**config.mk**
```make
export PLATFORM = sky130hd
export DESIGN_NAME = truth_table_sequencer
export DESIGN_NICKNAME = d
export VERILOG_FILES = /design/src/rtl/truth_table_sequencer.sv
export SDC_FILE = /design/constraint.sdc
export NUM_CORES = 1
export LEC_CHECK = 0
export BUFFER_PORTS_ARGS = -buffer_cell sky130_fd_sc_hd__buf_2
export CAP_MARGIN = 25
export CORE_MARGIN = 2
export CORE_UTILIZATION = 49
export DETAILED_ROUTE_END_ITERATION = 6
export HOLD_SLACK_MARGIN = 0.06
export PLACE_DENSITY_LB_ADDON = 0.05
export REMOVE_ABC_BUFFERS = 1
export SETUP_SLACK_MARGIN = 0.02
export SKIP_LAST_GASP = 1
export SLEW_MARGIN = 40
export SYNTH_ARGS = -nofsm -noshare
export SYNTH_HDL_FRONTEND = slang
export SYNTH_SLANG_ARGS = --single-unit
export TNS_END_PERCENT = 1
```
**constraint.sdc**
```tcl
create_clock -name clk -period 1.8 [get_ports clk]
set_clock_uncertainty 0.05 [all_clocks]
set_input_delay 0.36 -clock clk [delete_from_list [all_inputs] [get_ports clk]]
set_output_delay 0.36 -clock clk [all_outputs]
set_load 0.02 [all_outputs]
```
**src/rtl/truth_table_sequencer.sv**
```systemverilog
// -----------------------------------------------------------------------------
// truth_table_sequencer
//
// On-chip exerciser for a 4-input / 2-output combinational block. A run walks
// all 16 input vectors {a,b,c,d} in ascending order, holds each one for DWELL
// cycles, samples f_in/g_in in one SAMPLE cycle per vector, compares them with
// the EXP_F/EXP_G truth tables and reports the captured tables, a mismatch
// count and a pass flag.
//
// Parameters:
//   DWELL  cycles each vector is held before it is sampled (1..255)
//   EXP_F  expected f table, bit i = f for vector i
//   EXP_G  expected g table, bit i = g for vector i
//
// Ports:
//   clk, rst        rising-edge clock, synchronous active-high reset
//   start, abort    begin a run (IDLE only) / terminate a run in progress
//   a, b, c, d      stimulus, {a,b,c,d} == vec_idx (a is the MSB)
//   f_in, g_in      outputs of the block under test
//   busy, done      busy in APPLY/SAMPLE, one-cycle done at end of a full run
//   vec_idx         current vector index
//   f_cap, g_cap    captured tables
//   err_cnt         mismatching vectors (0..16)
//   pass            completed run with no mismatch
//
// Optional build macro SEQ_STOP_ON_ERR_EN: the first mismatching vector ends
// the run immediately and its index is left on vec_idx until the next start.
// -----------------------------------------------------------------------------
module truth_table_sequencer #(
    parameter int          DWELL = 4,
    parameter logic [15:0] EXP_F = 16'h0000,
    parameter logic [15:0] EXP_G = 16'h0000
) (
    input  logic        clk,
    input  logic        rst,
    input  logic        start,
    input  logic        abort,
    output logic        a,
    output logic        b,
    output logic        c,
    output logic        d,
    input  logic        f_in,
    input  logic        g_in,
    output logic        busy,
    output logic        done,
    output logic [3:0]  vec_idx,
    output logic [15:0] f_cap,
    output logic [15:0] g_cap,
    output logic [4:0]  err_cnt,
    output logic        pass
);

    typedef enum logic [1:0] {
        ST_IDLE   = 2'd0,
        ST_APPLY  = 2'd1,
        ST_SAMPLE = 2'd2,
        ST_DONE   = 2'd3
    } state_t;

    localparam logic [7:0] DWELL_LAST = 8'(DWELL - 1);

    state_t      state_q,   state_d;
    logic [3:0]  vec_q,     vec_d;
    logic [7:0]  cnt_q,     cnt_d;
    logic [15:0] f_cap_q,   f_cap_d;
    logic [15:0] g_cap_q,   g_cap_d;
    logic [4:0]  err_q,     err_d;
    logic        pass_q,    pass_d;
    logic        mismatch_s;

    // Compare the sampled outputs of the block under test against the tables.
    always_comb begin
        mismatch_s = (f_in != EXP_F[vec_q]) || (g_in != EXP_G[vec_q]);
    end

    // Next-state and datapath updates for the run controller.
    always_comb begin
        state_d = state_q;
        vec_d   = vec_q;
        cnt_d   = cnt_q;
        f_cap_d = f_cap_q;
        g_cap_d = g_cap_q;
        err_d   = err_q;
        pass_d  = pass_q;

        case (state_q)
            ST_IDLE: begin
                // abort has no meaning here, so start wins even with abort high
                if (start) begin
                    f_cap_d = 16'h0000;
                    g_cap_d = 16'h0000;
                    err_d   = 5'd0;
                    pass_d  = 1'b0;
                    vec_d   = 4'd0;
                    cnt_d   = 8'd0;
                    state_d = ST_APPLY;
                end else begin
                    state_d = ST_IDLE;
                end
            end

            ST_APPLY: begin
                if (abort) begin
                    pass_d  = 1'b0;
                    vec_d   = 4'd0;
                    state_d = ST_IDLE;
                end else begin
                    cnt_d = cnt_q + 8'd1;
                    if (cnt_q == DWELL_LAST) begin
                        state_d = ST_SAMPLE;
                    end else begin
                        state_d = ST_APPLY;
                    end
                end
            end

            ST_SAMPLE: begin
                if (abort) begin
                    // leave with partial results, nothing captured this cycle
                    pass_d  = 1'b0;
                    vec_d   = 4'd0;
                    state_d = ST_IDLE;
                end else begin
                    f_cap_d[vec_q] = f_in;
                    g_cap_d[vec_q] = g_in;
                    // at most 16 increments per run, the guard keeps it from wrapping
                    if (mismatch_s && (err_q != 5'd16)) begin
                        err_d = err_q + 5'd1;
                    end else begin
                        err_d = err_q;
                    end
`ifdef SEQ_STOP_ON_ERR_EN
                    if (mismatch_s || (vec_q == 4'd15)) begin
                        state_d = ST_DONE;
                    end else begin
                        vec_d   = vec_q + 4'd1;
                        cnt_d   = 8'd0;
                        state_d = ST_APPLY;
                    end
`else
                    if (vec_q == 4'd15) begin
                        state_d = ST_DONE;
                    end else begin
                        vec_d   = vec_q + 4'd1;
                        cnt_d   = 8'd0;
                        state_d = ST_APPLY;
                    end
`endif
                end
            end

            ST_DONE: begin
                pass_d  = (err_q == 5'd0);
`ifdef SEQ_STOP_ON_ERR_EN
                // keep the stopping index visible (15 on a clean run)
                vec_d   = vec_q;
`else
                vec_d   = 4'd0;
`endif
                state_d = ST_IDLE;
            end

            default: begin
                state_d = ST_IDLE;
            end
        endcase
    end

    // State and datapath registers with synchronous reset.
    always_ff @(posedge clk) begin
        if (rst) begin
            state_q <= ST_IDLE;
            vec_q   <= 4'd0;
            cnt_q   <= 8'd0;
            f_cap_q <= 16'h0000;
            g_cap_q <= 16'h0000;
            err_q   <= 5'd0;
            pass_q  <= 1'b0;
        end else begin
            state_q <= state_d;
            vec_q   <= vec_d;
            cnt_q   <= cnt_d;
            f_cap_q <= f_cap_d;
            g_cap_q <= g_cap_d;
            err_q   <= err_d;
            pass_q  <= pass_d;
        end
    end

    // Outputs are either register copies or decodes of the registered state.
    always_comb begin
        busy    = (state_q == ST_APPLY) || (state_q == ST_SAMPLE);
        done    = (state_q == ST_DONE);
        vec_idx = vec_q;
        a       = vec_q[3];
        b       = vec_q[2];
        c       = vec_q[1];
        d       = vec_q[0];
        f_cap   = f_cap_q;
        g_cap   = g_cap_q;
        err_cnt = err_q;
        pass    = pass_q;
    end

endmodule

```
==> impl_metrics.tcl <==
set metrics [dict create \
    status "finished clean" \
    cp.arrival_ps 1910 \
    finalPower_w 0.002058 \
    netSwitchingPower_w 0.0004945 \
    htreeDepth 2 \
    path_max_fanout 3 \
    drtIter0Drc 180 \
    vias 2603 \
    gp_congestion 0.8233 \
    vias_per_cell 5.646 \
    power_density_nw_per_um2 592.1 \
    drc 0 \
    wl_met3_um 268 \
    synth_area_per_cell_um2 8.462 \
    r2r_cells 7 \
    ys.flop_type "dfxtp_1" \
    rows 26 \
    synth_top_area_share_pct 38.81 \
    maxCapViolCount 0 \
    placed_area_um2 3201 \
    final_area_um2 3476 \
    firstDrtPassIters 4 \
    grt_pass1_vias 2330 \
    switching_share_pct 24.03 \
    routed_wl_um 6808 \
    clock-sinks 52 \
    syn-cell-area_um2 2683 \
    detail-route-antenna-nets 0 \
    rsz0062_at_grt "yes" \
    dp_slack_ps -137.0 \
    peakVddDrop_mv 0.3567 \
    critical_path_class "reg2reg" \
    r2r_slack_ps 50 \
    layout_setup_ws_ps 48.28 \
    yosys_warnings 0 \
    combPwrFrac_pct 10.4 \
    synth_area_leaders "dfxtp_1, a21oi_1, o21ai_0, nand3_1, ha_1" \
    min_to "state_q[0]" \
    hp-class "in2reg" \
    period_needed_ps 1752 \
    leakagePower_nw 1.413 \
    final_cells 461 \
    setup.worst_path.start "err_cnt[0]" \
    p_clk_share_pct 33.5 \
    cp.required_ps 1960 \
    fin_util_pct 66.78 \
    drive_gt1_share_pct 34.27 \
    rr_startpoint "err_cnt[0]" \
    async_reset_ff_share_pct 0 \
    wl_met1_um 3145 \
    dp_hpwl_um 4546 \
    pin_count 54 \
    io_buffers 53 \
    cts_root_buf "clkbuf_8" \
    cts_hold_buf 0 \
    grt_pass1_wl_um 10880 \
    antenna_found_initial 0 \
    max_freq_mhz 570.9 \
    tightest_slew_ps 436.8 \
    seqPwrFrac_pct 56.2 \
    post-route-period-util_pct 97.32 \
    wl_per_cell_um 14.77 \
    slew_violations 0 \
    die_w_um 77.99 \
    cts_tree "yes" \
    area_growth_pct 29.57 \
    finalSetupViolCount 0 \
    cp-end-kind "flip-flop" \
    grt_use_total_pct 21.91 \
    cp-start-kind "flip-flop" \
    fp.coreArea_um2 5205 \
    synth-edff-count 0 \
    seq_area_frac_synth_pct 38.81 \
    synthCells 317 \
    synthDistinctLibCells 53 \
    die_area_um2 6082 \
    dp_cells 447 \
    cts_buffers 5 \
    layout.nets 407 \
    start_util_pct 51.54 \
    top_layer_used "met4" \
    finalHoldViolations 0 \
    antenna_cells 0 \
    clk_pin_slew_ps 90 \
    hold_start "start" \
    intPower_w 0.001563 \
    met2WireLength_um 3315 \
    holdPathStages 3 \
    grt_max_degree 31 \
    die_h_um 77.99 \
    r2r-end "err_cnt[0]" \
    clkLatencyLatePin_ps 300 \
    clockBufferDepth 2 \
    overflow 0 \
    ys_seq_elements 52 \
    synth.largest_area_cell "dfxtp_1" \
    slew_headroom_pct 70.85 \
]
## worst max-delay path by stage
stage | to | slack (ps) | cells past startpoint
2_1_floorplan | f_cap[10] | -320 | 5
3_3_place_gp | cnt_q[6] | -70 | 6
3_5_place_dp | cnt_q[6] | -140 | 6
4_1_cts | cnt_q[2] | -20 | 7
5_1_grt | err_cnt[0] | -40 | 5
6_report | err_cnt[0] | 50 | 7
## layout make-up
class	instances	area (µm²)
Clock buffer	7	86.33
Sequential cell	52	1049
Fill cell	446	1729
Tap cell	70	87.58
Multi-Input combinational cell	224	1543
Inverter	10	37.54
Clock inverter	1	7.507
Timing Repair Buffer	97	665.6
## critical path: stages, from the launching register on
cell      delay [ps]
dfxtp_2          330
inv_1             50
ha_2             170
and4bb_2         250
nor4b_4          360
buf_4            170
a21oi_2           40
o32ai_1          240
## power by group through the flow
stage               logic [W]  clock network (W)  registers, W
global route         0.000231           0.000757       0.00116
detailed placement   0.000177                  0       0.00118
finish               0.000213           0.000689       0.00116
CTS                  0.000180           0.000714       0.00116
global placement     0.000176                  0       0.00118
floorplan           0.0000744                  0       0.00118
## cell usage in the layout (no fill, tap or decap), types with 4 or more instances in the layout
cell	n
buf_2	53
a21oi_1	52
dfxtp_1	48
buf_4	36
nand3_1	29
o21ai_0	27
o21ai_1	9
nand2_1	9
inv_1	7
nand4_1	7
nor2_1	6
ha_1	6
clkbuf_8	6
o211ai_1	4
and3_1	4
o31ai_1	4
ha_4	4
buf_6	4
## synth_stat cells (all sizes together), types with 2 or more instances
cell type / count
or4: 5
nor2: 7
nand2b: 3
nand2: 10
buf: 13
o21a: 2
a32o: 2
and2: 3
nor2b: 3
a41oi: 3
o41ai: 2
nor4b: 3
or3: 3
a21boi: 2
ha: 11
a21oi: 56
inv: 10
nand3: 29
a31oi: 3
clkbuf: 18
o211ai: 4
nand4: 9
xnor2: 2
nor3: 3
o31ai: 4
dfxtp: 52
and3: 4
a32oi: 2
o21ai: 37
## what timing repair did
item,CTS,global route
buffers inserted,1,4
pin swaps,1,15
gates cloned,0,1
endpoints found under the setup margin,44,49
gates resized for setup,2,37
## per-layer routing
metal / track usage, % / up-vias
met5: 0 / -
met4: 7.018 / 0
met1: 28.79 / 1217
li1: - / 1315
met3: 3.721 / 10
met2: 36.64 / 61
## state kept, by name, indices dropped and copies added (netlist names)
register,cells
cnt_q,8
err_cnt,5
f_cap,16
g_cap,16
pass,1
state_q,2
vec_idx,4
## kinds of logic (layout without fill, tap and decap cells)
family / after synthesis / count (layout) / share of synthesized area (%)
AOI/OAI and AO/OA: 123 / 123 / 27.43
and+or+nand+nor: 86 / 86 / 19.54
DFF: 52 / 52 / 38.81
buffers and inverters: 41 / 115 / 7.742
adders and majority gates: 11 / 11 / 5.131
xor gates and xnor gates: 3 / 3 / 0.9797
muxes: 1 / 1 / 0.3731
## through the flow
| stage | setup TNS [ps] | hold WS [ps] |
|---|---|---|
| after floorplan | -11770 | 379.1 |
| after global placement | -221.5 | 406.3 |
| after detailed placement | -1478 | 411.7 |
| after CTS | -42.84 | 280.2 |
| after global routing | -37.92 | 307.1 |
| final | 0 | 305.7 |
Power figures use the tool's default switching activity.
